==> src/rtl/mmio_pkg.sv <==
// Shared register-map offsets, RV32 access-width codes and bus lane helpers
// for the memory-mapped PWM/timebase peripheral.
package mmio_pkg;

    localparam logic [3:0] DUTY_OFF   = 4'h0;
    localparam logic [3:0] CTRL_OFF   = 4'h4;
    localparam logic [3:0] MICROS_OFF = 4'h8;
    localparam logic [3:0] MILLIS_OFF = 4'hC;

    localparam logic [2:0] F3_B = 3'b000;
    localparam logic [2:0] F3_H = 3'b001;
    localparam logic [2:0] F3_W = 3'b010;

    localparam int NUM_CH = 4;

    typedef logic [7:0] duty_t;

    // Byte strobe for a store; misaligned halfword/word stores yield no strobe at all.
    function automatic logic [3:0] byte_enable(input logic [2:0] funct3, input logic [1:0] addr_lo);
        logic [3:0] be;
        be = 4'b0000;
        case (funct3)
            F3_B:    be = 4'b0001 << addr_lo;
            F3_H:    if (!addr_lo[0]) be = addr_lo[1] ? 4'b1100 : 4'b0011;
            F3_W:    if (addr_lo == 2'b00) be = 4'b1111;
            default: be = 4'b0000;
        endcase
        return be;
    endfunction

    // The core right-aligns store data; replicate it so every lane sees it.
    function automatic logic [31:0] lane_data(input logic [2:0] funct3, input logic [31:0] wdata);
        case (funct3)
            F3_B:    return {4{wdata[7:0]}};
            F3_H:    return {2{wdata[15:0]}};
            default: return wdata;
        endcase
    endfunction

endpackage

==> src/rtl/pwm_channel.sv <==
// One PWM output: duty is shadowed at the period boundary so a mid-period
// write never produces a runt or stretched pulse.
module pwm_channel
    import mmio_pkg::*;
(
    input  logic  clk,
    input  logic  reset,
    input  duty_t pwm_cnt,
    input  logic  period_load,
    input  logic  enable,
    input  duty_t duty,
    output logic  pwm_out
);

    duty_t shadow;

    always_ff @(posedge clk or posedge reset) begin
        if (reset) begin
            shadow  <= '0;
            pwm_out <= 1'b0;
        end else begin
            if (period_load) shadow <= duty;
            pwm_out <= enable && (pwm_cnt < shadow);
        end
    end

endmodule

==> src/rtl/mmio_pwm_timer.sv <==
// Memory-mapped peripheral: four PWM duty registers, a control register and
// free-running microsecond/millisecond counters in a 16-byte window.
module mmio_pwm_timer
    import mmio_pkg::*;
#(
    parameter int unsigned CLK_HZ         = 12_000_000,
    parameter logic [31:0] BASE_ADDR      = 32'hFFFF_FFF0,
    parameter int unsigned PWM_PRESCALE_W = 8
) (
    input  logic        clk,
    input  logic        reset,
    input  logic [31:0] mem_addr,
    input  logic        mem_wen,
    input  logic        mem_ren,
    input  logic [2:0]  mem_funct3,
    input  logic [31:0] mem_wdata,
    output logic [31:0] mem_rdata,
    output logic        mem_hit,
    output logic        LED,
    output logic        RGB_R,
    output logic        RGB_G,
    output logic        RGB_B
);

    localparam int unsigned TICKS  = CLK_HZ / 1_000_000;
    localparam int unsigned TICK_W = (TICKS > 1) ? $clog2(TICKS) : 1;
    localparam logic [TICK_W-1:0] TICK_MAX = TICK_W'(TICKS - 1);

    logic        in_window;
    logic [3:0]  reg_off;
    logic [3:0]  be;
    logic [31:0] wlane;
    logic        wr_duty;
    logic        wr_ctrl;
    logic [31:0] rd_word;

    logic [31:0]               duty;
    logic                      ctrl_enable;
    logic [PWM_PRESCALE_W-1:0] ctrl_prescale;

    logic [TICK_W-1:0] tick_cnt;
    logic [9:0]        us_sub;
    logic [31:0]       micros;
    logic [31:0]       millis;
    logic              us_tick;
    logic              ms_tick;

    logic [PWM_PRESCALE_W-1:0] pre_cnt;
    logic [PWM_PRESCALE_W-1:0] pre_active;
    duty_t                     pwm_cnt;
    logic                      pwm_step;
    logic                      period_load;
    logic [NUM_CH-1:0]         pwm_out;

    assign in_window = (mem_addr[31:4] == BASE_ADDR[31:4]);
    assign reg_off   = {mem_addr[3:2], 2'b00};
    assign be        = byte_enable(mem_funct3, mem_addr[1:0]);
    assign wlane     = lane_data(mem_funct3, mem_wdata);
    assign wr_duty   = mem_wen && in_window && (reg_off == DUTY_OFF);
    assign wr_ctrl   = mem_wen && in_window && (reg_off == CTRL_OFF);

    always_ff @(posedge clk or posedge reset) begin
        if (reset) begin
            duty          <= '0;
            ctrl_enable   <= 1'b1;
            ctrl_prescale <= '0;
        end else begin
            // NOTE: non-blocking everywhere in clocked logic, so every flop samples pre-edge values.
            for (int i = 0; i < 4; i++) begin
                if (wr_duty && be[i]) duty[8*i +: 8] <= wlane[8*i +: 8];
            end
            if (wr_ctrl && be[0]) ctrl_enable   <= wlane[0];
            if (wr_ctrl && be[1]) ctrl_prescale <= wlane[8 +: PWM_PRESCALE_W];
        end
    end

    always_comb begin
        // NOTE: default before the case so no path leaves rd_word unassigned (no latch).
        rd_word = '0;
        case (reg_off)
            DUTY_OFF:   rd_word = duty;
            CTRL_OFF: begin
                rd_word[0]                    = ctrl_enable;
                rd_word[8 +: PWM_PRESCALE_W]  = ctrl_prescale;
            end
            MICROS_OFF: rd_word = micros;
            MILLIS_OFF: rd_word = millis;
            default:    rd_word = '0;
        endcase
    end

    // Read data is taken from pre-edge state, so a same-cycle store is not visible yet.
    always_ff @(posedge clk or posedge reset) begin
        if (reset) begin
            mem_rdata <= '0;
            mem_hit   <= 1'b0;
        end else begin
            mem_hit <= (mem_wen || mem_ren) && in_window;
            if (mem_ren) mem_rdata <= in_window ? rd_word : '0;
        end
    end

    assign us_tick = (tick_cnt == TICK_MAX);
    assign ms_tick = us_tick && (us_sub == 10'd999);

    always_ff @(posedge clk or posedge reset) begin
        if (reset) begin
            tick_cnt <= '0;
            us_sub   <= '0;
            micros   <= '0;
            millis   <= '0;
        end else begin
            tick_cnt <= us_tick ? '0 : tick_cnt + 1'b1;
            if (us_tick) begin
                micros <= micros + 32'd1;
                us_sub <= ms_tick ? '0 : us_sub + 10'd1;
            end
            if (ms_tick) millis <= millis + 32'd1;
        end
    end

    // The active prescale is latched only at a prescale wrap so a write never truncates a step.
    assign pwm_step    = (pre_cnt == pre_active);
    assign period_load = pwm_step && (pwm_cnt == 8'hFF);

    always_ff @(posedge clk or posedge reset) begin
        if (reset) begin
            pre_cnt    <= '0;
            pre_active <= '0;
            pwm_cnt    <= '0;
        end else if (pwm_step) begin
            pre_cnt    <= '0;
            pre_active <= ctrl_prescale;
            pwm_cnt    <= pwm_cnt + 8'd1;
        end else begin
            pre_cnt    <= pre_cnt + 1'b1;
        end
    end

    for (genvar ch = 0; ch < NUM_CH; ch++) begin : g_ch
        pwm_channel u_ch (
            .clk         (clk),
            .reset       (reset),
            .pwm_cnt     (pwm_cnt),
            .period_load (period_load),
            .enable      (ctrl_enable),
            .duty        (duty[8*ch +: 8]),
            .pwm_out     (pwm_out[ch])
        );
    end

    assign LED   = pwm_out[0];
    assign RGB_R = pwm_out[1];
    assign RGB_G = pwm_out[2];
    assign RGB_B = pwm_out[3];

endmodule

==> config.mk <==
export PLATFORM = sky130hd
export DESIGN_NAME = mmio_pwm_timer
export DESIGN_NICKNAME = d
export VERILOG_FILES = /design/src/rtl/mmio_pkg.sv /design/src/rtl/pwm_channel.sv /design/src/rtl/mmio_pwm_timer.sv
export SDC_FILE = /design/constraint.sdc
export NUM_CORES = 1
export LEC_CHECK = 0
export BUFFER_PORTS_ARGS = -buffer_cell sky130_fd_sc_hd__buf_2
export CAP_MARGIN = 20
export CORE_UTILIZATION = 45
export DETAILED_ROUTE_END_ITERATION = 12
export GPL_ROUTABILITY_DRIVEN = 0
export PLACE_DENSITY = 0.66
export SLEW_MARGIN = 20
export SYNTH_ARGS = -nofsm -noshare
export SYNTH_HDL_FRONTEND = slang
export SYNTH_SLANG_ARGS = --single-unit
==> constraint.sdc <==
create_clock -name clk -period 17.1 [get_ports clk]
set_clock_uncertainty 0.2 [all_clocks]
set_input_delay 3.42 -clock clk [delete_from_list [all_inputs] [get_ports clk]]
set_output_delay 3.42 -clock clk [all_outputs]
set_load 0.01 [all_outputs]
==> run summary <==
arithmetic-cell share of the synthesized area counting full adders, half adders and majority gates: 3.98%
Syn. warnings: 0
average wire per standard cell: 18.2 um
kind of start point of the critical path: input pin
hold path startpoint: tick_cnt[0]
hold depth: 1
share of the synthesized area in the top cell type: 49.4%
Cell Rows: 56
antenna violation net count after detailed routing: 0
parity-gate share of the synthesized area counting xor and xnor cells: 7.55%
area of the core: 23400 um2
main combinational cell family by area after synthesis: simple AND/OR/NAND/NOR gates
post-CTS setup buffers: 0
level count of the clock H-tree: 1
DIE WIDTH: 156 um
antenna violations before repair: 0
count of unique library cells instantiated by Yosys: 49
slew of the pin with the lowest slew margin: 1.01 ns
TritonCTS clock tree: done
vias post-DR: 7620
layout cells sized above 1: 23.9%
cells taking the most area after synthesis: sky130_fd_sc_hd__dfrtp_1, sky130_fd_sc_hd__mux2_2, sky130_fd_sc_hd__xnor2_1, sky130_fd_sc_hd__ha_1, sky130_fd_sc_hd__nand2_1
growth of design area from synthesis to finish: 15.5%
number of DRC markers in iteration 0: 456
sw frac: 21.5%
Detailed Route WL: 25.8 mm
remaining routing DRC violations: 0
initial core utilization: 45.6%
total routing resource utilization after global routing: 21.8%
WHS: 0.259 ns
pins over their slew limit: 0
P_leak: 5.74 nW
most common library cell in the layout ignoring fill and taps: sky130_fd_sc_hd__dfrtp_1
Final Hold Viols: 0
data required time at the worst endpoint: 17.29 ns
largest driver fanout on the critical path: 38
post-synthesis compound-gate area fraction: 7.18%
dominant synthesized flop cell: sky130_fd_sc_hd__dfrtp_1
kind of critical path: input pin to register
vias in the first global route: 7311
ports placed on the boundary: 108
path category of the worst min-delay check: register to register
cell area after technology mapping: 10700 um2
total clock sinks: 212
synthesized netlist cell count: 982
TritonCTS Buffers: 24
Worst Hold Endpoint: tick_cnt[0]
MaxCap Viol Count: 0
largest net degree at the start of global routing: 114
slew margin rel.: 32.1%
total internal power: 0.847 mW
EDFF count, synth: 0
register-to-register path setup slack: 14.41 ns
sequential cell area fraction in the yosys report: 49.7%
total power divided by cell area: 87.5 nW/um2
critical path, cell by cell: buf_2 > nand2b_1 > nor4b_1 > or3b_1 > mux2_2
share of the clock period used by the worst path after layout: 31.5%
library cell with the largest summed area after synthesis: sky130_fd_sc_hd__dfrtp_1
wire length of the first global-routing pass: 41.0 mm
clock root cell: sky130_fd_sc_hd__clkbuf_16
worst IR drop on VDD: 0.0574 mV
Resize count post-CTS: 0
final-layout setup total negative slack: 0 ns
basic-gate share of the synthesized area counting and, or, nand and nor cells: 14.4%
clock slew at reported path FFs: 0.05 ns
Clk pwr share: 49.5%
startpoint of the worst register-to-register path: tick_cnt[0]
die span in y: 156 um
multiplexer area fraction after synthesis: 13.1%
global-route congestion overflow total: 0
maximum frequency from static timing analysis: 186 MHz
ANT cells: 0
Synth Register Bits: 212
end of the worst register-to-register path: micros[31]
leading cell types in the layout, fill and taps excluded: sky130_fd_sc_hd__dfrtp_1, sky130_fd_sc_hd__buf_2, sky130_fd_sc_hd__nand2_1
maximum cell stage delay along the critical path: 0.67 ns
Post-Synthesis Net Count: 1087
via-per-instance ratio: 5.39
WP data arrival: 5.58 ns
setup repair after global routing missed its margin: no
worst-path cell with the longest stage delay: sky130_fd_sc_hd__buf_2
final number of setup-violating endpoints: 0
Async S/R FF share, synth: 100%
Final Critical Period: 5.39 ns
Worst-Skew Late Latency: 0.53 ns
detailed placer's ending HPWL: 18.7 mm
area of the die: 24300 um2
iteration count of the initial detailed-routing pass: 6
power share of the combinational group: 4.0%
port buffer count: 107
total net switching power: 0.232 mW
worst reg-to-reg path cell count: 6
average cell area after synthesis: 10.9 um2
Worst setup EP type: register
count of nets after finishing: 1185
sequential cell fraction of total power: 46.5%
count of hold buffers inserted by post-cts repair: 0
Longest Clk Path Bufs: 3
result of the run: completed
==> cells in the mapped netlist, types with 3 or more instances <==
cell,n
sky130_fd_sc_hd__nand3_1,27
sky130_fd_sc_hd__xnor2_1,50
sky130_fd_sc_hd__nand4_1,38
sky130_fd_sc_hd__mux2_2,74
sky130_fd_sc_hd__a211oi_1,8
sky130_fd_sc_hd__nand3b_1,8
sky130_fd_sc_hd__o22ai_1,30
sky130_fd_sc_hd__inv_1,68
sky130_fd_sc_hd__nor3_1,23
sky130_fd_sc_hd__clkbuf_1,29
sky130_fd_sc_hd__and4_1,4
sky130_fd_sc_hd__mux2i_1,9
sky130_fd_sc_hd__nor4_1,5
sky130_fd_sc_hd__nor2_1,58
sky130_fd_sc_hd__a21o_1,10
sky130_fd_sc_hd__a21oi_1,10
sky130_fd_sc_hd__nand2_1,99
sky130_fd_sc_hd__a22o_1,21
sky130_fd_sc_hd__mux4_2,9
sky130_fd_sc_hd__mux2_1,3
sky130_fd_sc_hd__buf_2,5
sky130_fd_sc_hd__buf_1,6
sky130_fd_sc_hd__and3_1,9
sky130_fd_sc_hd__nand2b_1,11
sky130_fd_sc_hd__mux2_4,16
sky130_fd_sc_hd__o21ai_0,37
sky130_fd_sc_hd__ha_1,34
sky130_fd_sc_hd__xor2_1,42
sky130_fd_sc_hd__dfrtp_1,211
==> area by class of cell <==
| type | instances | area [um2] |
|---|---|---|
| Fill cell | 2137 | 11100 |
| Clock inverter | 7 | 115 |
| Inverter | 68 | 263 |
| Clock buffer | 33 | 706 |
| Tap cell | 319 | 399 |
| Sequential cell | 212 | 5310 |
| Multi-Input combinational cell | 660 | 4950 |
| Timing Repair Buffer | 114 | 601 |
==> power by group through the flow <==
stage	clock network (mW)	logic, mW	registers (mW)
6_report	0.534	0.0430	0.502
5_1_grt	0.564	0.0476	0.501
4_1_cts	0.545	0.0431	0.502
3_5_place_dp	0	0.0430	0.511
3_3_place_gp	0	0.0426	0.511
2_1_floorplan	0	0.0241	0.511
==> critical path, delay by kind of cell <==
family | cells | cell delay, ns
simple gates | 3 | 1.14
buf+inv | 1 | 0.67
mux | 1 | 0.33
==> sequential cells by signal (all words and copies together), names as in the netlist, 4 cells and up <==
register	count
pwm_cnt	8
g_ch.u_ch.shadow	32
duty	32
pre_active	8
g_ch.u_ch.pwm_out	4
mem_rdata	32
ctrl_prescale	8
micros	32
tick_cnt	4
millis	32
us_sub	10
pre_cnt	8
==> kinds of logic after synthesis <==
| group | count (synthesis) |
|---|---|
| AO/OA/AOI/OAI | 119 |
| XOR/XNOR | 92 |
| adder cells (fa/ha/maj) | 34 |
| buffers and inverters | 110 |
| flip-flops | 212 |
| multiplexers | 111 |
| AND/OR/NAND/NOR | 304 |
==> how the worst max path moves through the flow <==
stage                start          endpoint  depth (start not counted)
6_report       mem_addr[2]  ctrl_prescale[1]                          5
5_1_grt        mem_addr[2]  ctrl_prescale[1]                          5
4_1_cts        mem_addr[2]  ctrl_prescale[1]                          5
3_5_place_dp   mem_addr[2]  ctrl_prescale[4]                          5
3_3_place_gp   mem_addr[2]  ctrl_prescale[3]                          5
2_1_floorplan        reset  ctrl_prescale[0]                          1
==> per-stage QoR <==
stage               cells  utilization [%]  cell area (um2)  total power [mW]  setup slack, ns
finish               1413             52.7            12300              1.08            11.71
global route         1413             52.7            12300              1.11            11.51
CTS                  1412             52.6            12300              1.09            11.70
detailed placement   1372             49.1            11500             0.554            11.17
global placement     1372             49.1            11500             0.553            11.20
floorplan             982                -            10700             0.535             7.69
==> metal layers <==
metal	share of wire, %	up-vias	global-route usage (%)
met5	0	-	0
met4	2.1	0	5.09
met3	4.2	41	3.08
met2	46	152	34.2
met1	48	3796	31.7
li1	-	3631	-
Power figures use the tool's default switching activity.
